[config.mk]
export PLATFORM = sky130hd
export DESIGN_NAME = adc_scan_avg
export DESIGN_NICKNAME = d
export VERILOG_FILES = /design/src/rtl/adc_scan_avg.sv
export SDC_FILE = /design/constraint.sdc
export NUM_CORES = 1
export LEC_CHECK = 0
export ABC_AREA = 1
export BUFFER_PORTS_ARGS = -buffer_cell sky130_fd_sc_hd__buf_4
export CAP_MARGIN = 20
export CORE_MARGIN = 2
export CORE_UTILIZATION = 55
export CTS_BUF_LIST = sky130_fd_sc_hd__clkbuf_16
export DETAILED_ROUTE_END_ITERATION = 10
export PLACE_DENSITY = 0.72
export REMOVE_ABC_BUFFERS = 1
export SETUP_SLACK_MARGIN = 0.1
export SLEW_MARGIN = 20
export SYNTH_ARGS = -nofsm -noshare
export SYNTH_HDL_FRONTEND = slang
export SYNTH_SLANG_ARGS = --single-unit
[constraint.sdc]
create_clock -name clk -period 4.9 [get_ports clk]
set_input_delay 0.49 -clock clk [delete_from_list [all_inputs] [get_ports clk]]
set_output_delay 0.49 -clock clk [all_outputs]
set_load 0.02 [all_outputs]
[src/rtl/adc_scan_avg.sv]
// adc_scan_avg: round-robin LTC2308 channel scan with per-channel
// averaging, a read-back bank and a streaming average pulse.
//
// Ports:
//   clk, reset_n          clock, async active-low reset
//   en                    scan enable (level)
//   result, result_stb    conversion result and its 1-cycle strobe
//   chan                  channel select driven to the ADC interface
//   avg_data/ch/valid     latest completed average, its channel, pulse
//   rd_ch, rd_data        bank read-back, registered, 1-cycle latency
// Optional (macro ADC_SCAN_THRESH_EN):
//   thresh, alarm_clr     alarm threshold and clear
//   alarm                 sticky per-channel over-threshold flags

module adc_scan_avg #(
  parameter int NUM_CH     = 8,
  parameter int AVG_LOG2   = 2,
  parameter int PIPE_DEPTH = 1
) (
  input  logic        clk,
  input  logic        reset_n,
  input  logic        en,
  input  logic [11:0] result,
  input  logic        result_stb,
  output logic [2:0]  chan,
  output logic [11:0] avg_data,
  output logic [2:0]  avg_ch,
  output logic        avg_valid,
  input  logic [2:0]  rd_ch,
  output logic [11:0] rd_data
`ifdef ADC_SCAN_THRESH_EN
  ,
  input  logic [11:0] thresh,
  input  logic        alarm_clr,
  output logic [7:0]  alarm
`endif
);

  localparam int AW = 12 + AVG_LOG2;
  localparam int CW = AVG_LOG2 + 1;
  localparam logic [CW-1:0] CNT_FULL =
    CW'(1) << AVG_LOG2;
  localparam logic [2:0] LAST_CH = 3'(NUM_CH - 1);

  logic          r_en_d;
  logic [2:0]    r_chan;
  logic [11:0]   r_avg_data;
  logic [2:0]    r_avg_ch;
  logic          r_avg_valid;
  logic [11:0]   r_rd_data;

  logic [PIPE_DEPTH-1:0] r_tag_v;
  logic [2:0]    r_tag_ch [PIPE_DEPTH];

  // Sized to the full 3-bit channel space so any
  // channel code indexes in range; unused entries
  // never leave reset.
  logic [AW-1:0] r_acc  [8];
  logic [CW-1:0] r_cnt  [8];
  logic [11:0]   r_bank [8];

  logic          w_en_rise;
  logic          w_acc_stb;
  logic          w_head_v;
  logic [2:0]    w_head_ch;
  logic [AW-1:0] w_sum;
  logic [CW-1:0] w_cnt_nxt;
  logic          w_upd;
  logic          w_done;
  logic [11:0]   w_avg;

  assign w_en_rise = en & ~r_en_d;
  assign w_acc_stb = en & result_stb;

  // A strobe in the enable-edge cycle is treated
  // as arriving against an invalidated head.
  assign w_head_v  = r_tag_v[0] & ~w_en_rise;
  assign w_head_ch = r_tag_ch[0];

  assign w_sum     = r_acc[w_head_ch] + AW'(result);
  assign w_cnt_nxt = r_cnt[w_head_ch] + CW'(1);
  assign w_upd     = w_acc_stb & w_head_v;
  assign w_done    = w_upd & (w_cnt_nxt == CNT_FULL);
  assign w_avg     = 12'(w_sum >> AVG_LOG2);

  assign chan      = r_chan;
  assign avg_data  = r_avg_data;
  assign avg_ch    = r_avg_ch;
  assign avg_valid = r_avg_valid;
  assign rd_data   = r_rd_data;

  always_ff @(posedge clk or negedge reset_n) begin
    if (!reset_n) begin
      r_en_d <= 1'b0;
    end else begin
      r_en_d <= en;
    end
  end

  always_ff @(posedge clk or negedge reset_n) begin
    if (!reset_n) begin
      r_chan <= '0;
    end else if (w_acc_stb) begin
      r_chan <= (r_chan == LAST_CH) ?
                3'd0 : r_chan + 3'd1;
    end
  end

  // Tag pipeline models the converter's config
  // latency: the tail takes the channel driven now,
  // the head names the result arriving now.
  always_ff @(posedge clk or negedge reset_n) begin
    if (!reset_n) begin
      r_tag_v <= '0;
      for (int i = 0; i < PIPE_DEPTH; i++)
        r_tag_ch[i] <= '0;
    end else if (w_acc_stb) begin
      for (int i = 0; i < PIPE_DEPTH - 1; i++) begin
        r_tag_v[i]  <= r_tag_v[i+1] & ~w_en_rise;
        r_tag_ch[i] <= r_tag_ch[i+1];
      end
      r_tag_v[PIPE_DEPTH-1]  <= 1'b1;
      r_tag_ch[PIPE_DEPTH-1] <= r_chan;
    end else if (w_en_rise) begin
      r_tag_v <= '0;
    end
  end

  always_ff @(posedge clk or negedge reset_n) begin
    if (!reset_n) begin
      for (int i = 0; i < 8; i++) begin
        r_acc[i] <= '0;
        r_cnt[i] <= '0;
      end
    end else if (w_en_rise) begin
      for (int i = 0; i < 8; i++) begin
        r_acc[i] <= '0;
        r_cnt[i] <= '0;
      end
    end else if (w_upd) begin
      if (w_done) begin
        r_acc[w_head_ch] <= '0;
        r_cnt[w_head_ch] <= '0;
      end else begin
        r_acc[w_head_ch] <= w_sum;
        r_cnt[w_head_ch] <= w_cnt_nxt;
      end
    end
  end

  always_ff @(posedge clk or negedge reset_n) begin
    if (!reset_n) begin
      r_avg_data  <= '0;
      r_avg_ch    <= '0;
      r_avg_valid <= 1'b0;
      for (int i = 0; i < 8; i++)
        r_bank[i] <= '0;
    end else begin
      r_avg_valid <= w_done;
      if (w_done) begin
        r_avg_data       <= w_avg;
        r_avg_ch         <= w_head_ch;
        r_bank[w_head_ch] <= w_avg;
      end
    end
  end

  // Reads sample the bank before this cycle's write,
  // so a same-channel write shows up one cycle later.
  always_ff @(posedge clk or negedge reset_n) begin
    if (!reset_n) begin
      r_rd_data <= '0;
    end else begin
      r_rd_data <= (rd_ch <= LAST_CH) ?
                   r_bank[rd_ch] : 12'h000;
    end
  end

`ifdef ADC_SCAN_THRESH_EN
  logic [7:0] r_alarm;
  logic [7:0] w_alarm_set;

  assign w_alarm_set =
    (w_done && (w_avg > thresh)) ?
    (8'h01 << w_head_ch) : 8'h00;
  assign alarm = r_alarm;

  // Set is OR-ed after the clear so it wins.
  always_ff @(posedge clk or negedge reset_n) begin
    if (!reset_n) begin
      r_alarm <= '0;
    end else begin
      r_alarm <= (alarm_clr ? 8'h00 : r_alarm) |
                 w_alarm_set;
    end
  end
`endif

endmodule

Yosys cells after proc, flatten, opt, wreduce, memory -nomap -nowiden
Cells that the tools add are included.
- add/sub/neg operators: 3
- $lt $le $gt $ge: 4
- equality and inequality tests: 2
- muxes and demuxes: 28
- bitwise operators: 13
- reduce and logical (&&, ||, !) cells: 3
- operator list (operator ; number):
    $mux 112 ; 3
    $and 112x112->112 ; 1
    $bwmux 112 ; 1
    $not 112->112 ; 1
    $bwmux 96 ; 1
    $mux 24 ; 3
    $mux 12 ; 4
    $bmux 14 s3 ; 1
    $demux 14 s3 ; 1
    $mux 14 ; 3
    $bmux 12 s3 ; 1
    $demux 12 s3 ; 1
    $and 24x24->24 ; 1
    $bwmux 24 ; 1
    $not 24->24 ; 1
    $add 14x12->14 ; 1
    $mux 3 ; 4
    $bmux 3 s3 ; 1
    $demux 3 s3 ; 1
    $ge 4x4->1 const B ; 2
    $not 3->4 ; 2
    $add 3x1->3 const B ; 2
    $eq 3x3->1 const B ; 2
    $and 1x1->1 ; 5
    6 further kinds ; 9
- bits in registers: 268
- input port bits: 19
- word-level logic and storage cells: 85

Depth between registers and ports, before layout
- depth after elaboration: 10
- gate-level depth with buffers: 24
- depth with buffers taken out: 22

Worst setup path before layout
OpenSTA, ideal clock, no wires.
- path kind: register to register
- start: register r_tag_ch[1] in the netlist's numbering
- end: register r_acc[78] in the netlist's numbering
- setup time: 0.076 ns
- arrival time: 3.351 ns
- required time: 4.824 ns
- path slack: 1.473 ns
- cell stages (with the launch flop): 23
- buffers on the path: 2
- cells stage by stage: dfrtp_1 buf_2 inv_1 nor2_1 nand2_1 inv_1 clkbuf_1 nand2_1 o21ai_0 a221oi_1 nand2_1 ha_1 inv_1 fa_1 nand3b_1 nand2_1 nand2_1 nand2_1 xor2_1 nand2_1 nand2_1 nand3_1 o21ai_1
- cells in the longest elaborated chain, start to end: 10
- elaborated cells on any way between the ends: 22
- classes of those cells: add/sub (2); order compare (2); eq/ne (1); mux (12); bitwise (4); reduce/logical (1)
- RTL lines (item ; line ; text):
    from (decl) ; 53 ; logic [2:0] r_tag_ch [PIPE_DEPTH];
    from (signal, indexed assignment) ; 120 ; r_tag_ch[i] <= r_tag_ch[i+1];
    from (signal, indexed assignment) ; 123 ; r_tag_ch[PIPE_DEPTH-1] <= r_chan;
    $not 3->4 (implied by the code) (*) ; n/a ;
    parallel branches: the longest is 6 deep, another holds $add 14x12->14 ; n/a ;
    $mux 112 (*) ; 141 ; if (w_done) begin
    $mux 112 (*) ; 140 ; end else if (w_upd) begin
    $mux 112 (*) ; 135 ; end else if (w_en_rise) begin
    to (signal, indexed assignment) ; 145 ; r_acc[w_head_ch] <= w_sum;
    to (decl) ; 58 ; logic [AW-1:0] r_acc [8];
Mark *: on every way between the ends. The select of a mux whose other input is x is not followed.
A chain may end at the register's enable or synchronous reset.

Worst setup path in the final report
Same ends and word-level chain as after synthesis.

==> metrics.yaml <==
outcome:
  status: "finished, violations left"
  violations: "hold timing"
yosys:
  yosysTopAreaCellShare_pct: 45.34
  synth_seq_cells: 268
  syn_area_um2: 14790
  synth.distinct_cells: 39
  synth_area_leader_cell: "dfrtp_1"
  async_reset_ff_share_pct: 100.0
  syn_avg_cell_area_um2: 7.237
  synth-edff-count: 0
  seq_area_frac_synth_pct: 45.34
  synthFlopType: "dfrtp_1"
  synthTopCellsByArea: "dfrtp_1 45%, nand2_1 20%, nand3_1 6.0%"
  ys_warn_count: 0
  synthCells: 2044
detailed_routing:
  routed_wl_mm: 48.17
  top_layer: "met4"
  viasPerCell: 6.089
  dr_wl_met3_mm: 5.149
  drc: 0
  dr_wl_met2_mm: 21.18
  dr_total_vias: 14637
  dr.pass1.iters: 8
  routedWlPerCell_um: 20.04
  m1WireLength_mm: 19.95
  drtAntennaViolNets: 0
  first_iter_violations: 2018
critical_path:
  critPathLaunchType: "flip-flop"
  crit_top_cell: "nand2_1"
  startpoint: "r_tag_ch[1]$_DFFE_PN0P_"
  cp_slowest_cell: "xor2_1"
  path_cells: "inv_1 > nor2_1 > nand2_1 > inv_1 > nand2_1 > o21ai_0 > a221oi_1 > nand2_1 > ha_1 > inv_1 > fa_1 > nand3b_1 > nand2_1 > nand2_1 > nand2_1 > xor2_1 > nand2_1 > nand2_1 > nand3_1 > o21ai_1"
  cp_max_fo: 10
  slowest_delay_ns: 0.64
  worstPathRequired_ns: 5.37
  crit_path_end_kind: "flip-flop"
  rr_startpoint: "r_tag_ch[1]$_DFFE_PN0P_"
  worstSetupPathType: "reg2reg"
  cp_data_arrival_time_ns: 4.68
sta:
  worstMarginPinSlew_ns: 1.082
  fin_crit_ns: 4.212
  rsz0062_at_grt: "false"
  fmax_mhz: 237.4
  fin_crit_sh_pct: 85.95
  holdWs_ns: -0.005790
  finalHoldViolCount: 2
  slew_viol_final: 0
  relSlewSlack_pct: 27.76
  setup_viol: 0
  fin_worst_skew_ns: 0.01417
floorplan:
  die_h_um: 168
  core_area_um2: 26650
  boundaryPins: 50
  initial_core_util_pct: 55.51
  die_w_um: 168
  rows: 60
  die-area_um2: 28220
clock_tree:
  ctsHoldBuffers: 0
  cts_max_level: 1
  tritoncts: "built"
  root_buffer: "clkbuf_16"
  clockBufferDepth: 3
  clk_pin_slew_ns: 0.06
  clk_latency_ns: 0.55
  cts.sinks: 268
  post_cts_buffers: 0
  cts_resized: 0
  numCtsBuffers: 29
flow_run:
  drv_cap: 0
finish:
  antennaDiodeCount: 0
  final_nets: 2079
  area_growth_pct: 9.998
  fillCellCount: 2435
  seqCellArea_um2: 6706
  multi_input_area_um2: 6910
  drive_gt1_share_pct: 7.465
  finalInstanceArea_um2: 16270
power_and_ir_drop:
  power-per-cell-area_nw_per_um2: 462.1
  p_leak_nw: 7.839
  irDropWorstVdd_v: 0.0002980
global_routing:
  grt_pass1_wl_mm: 75.38
  grt_max_degree: 116
  grt_pass1_vias: 13544
  track_usage_pct: 34.01
  gr-total-overflow: 0
  antenna_found_initial: 1
hold_path:
  min_path_type: "in2async"
place:
  placed_area_um2: 15410
  dp_hpwl_mm: 30.14
  io_buffers: 49
  routabilityCongestion: 0.9540
## flip-flops by register name, indices dropped and copies added, names as in the netlist
signal,cells
chan,3
r_en_d,1
r_tag_v,1
avg_valid,1
avg_data,12
rd_data,12
r_cnt,24
r_acc,112
r_bank,96
r_tag_ch,3
avg_ch,3
## metal layers
layer | up-vias | track usage [%]
li1 | 6723 | -
met1 | 6926 | 48.50
met2 | 842 | 52.10
met3 | 146 | 5.548
met4 | 0 | 13.76
met5 | - | 0
## logic make-up after synthesis
| logic type | synth area share (%) |
|---|---|
| flops | 45.34 |
| fa+ha+maj | 1.489 |
| simple gates | 28.40 |
| compound gates | 16.42 |
| buf+inv | 8.001 |
| xor+xnor | 0.3553 |
## synth_stat cells, types with 3 or more instances
master	instances
a21oi_1	65
a221oi_1	13
a22o_1	5
a22oi_1	11
a31oi_1	12
buf_1	13
buf_2	46
buf_4	5
buf_6	10
clkbuf_1	64
clkbuf_2	3
dfrtp_1	268
ha_1	16
inv_1	129
nand2_1	782
nand3_1	177
nand4_1	16
nor2_1	47
o21ai_0	154
o21ai_1	118
o22ai_1	62
xnor2_1	3
xor2_1	3
## power by group
part / switching [mW] / leakage (nW) / internal (mW) / total, mW
combinational: 1.91 / 3.96 / 0.776 / 2.68
sequential: 0.258 / 3.43 / 2.53 / 2.79
clock: 0.884 / 0.450 / 1.16 / 2.05
## cell type report
class | instances | area share, %
Tap cell | 341 | 2.622
Timing Repair Buffer | 109 | 5.306
Sequential cell | 268 | 41.21
Clock inverter | 22 | 0.8535
Inverter | 133 | 3.076
Clock buffer | 29 | 4.460
Multi-Input combinational cell | 1502 | 42.47
## worst max-delay path: cells and delay by family (launching register included)
family,cells,cell delay [ns]
and+or+nand+nor,11,1.35
adders and majority gates,2,0.66
xor gates and xnor gates,1,0.64
buffers and inverters,3,0.63
DFF,1,0.50
AOI/OAI and AO/OA,3,0.34
## worst paths after layout
path	endpoint	slack, ns	depth (start not counted)
hold reg to reg	avg_data[1]$_DFFE_PN0P_	0.48	2
hold / removal	r_bank[16]$_DFFE_PN0P_	-0.006	1
setup / recovery	r_acc[78]$_DFFE_PN0P_	0.69	20
setup reg to reg	r_acc[78]$_DFFE_PN0P_	0.69	20
max in group asynchronous	rd_data[10]$_DFF_PN0_	3.78	2
min in group clk	r_en_d$_DFF_PN0_	0.08	1
## metrics by stage
stage	worst slack [ns]	std cells	setup TNS [ns]	power, mW	utilization, %
detailed placement	0.7503	2353	0	5.413	57.81
floorplan	-1.638	1903	-281.97	4.373	-
finish	0.6885	2404	0	7.519	61.06
global route	0.2300	2404	0	7.907	61.06
CTS	0.7468	2404	0	7.454	61.06
global placement	0.9432	2353	0	5.357	57.81
## placed cells by master (no fill, tap or decap), drive strengths merged, types with 17 or more instances in the layout
cell / instances
buf: 109
nand2: 785
clkbuf: 29
inv: 137
a21oi: 65
nand3: 179
o22ai: 62
nand4: 17
dfrtp: 268
nor2: 49
o21ai: 272
Power figures use the tool's default switching activity.
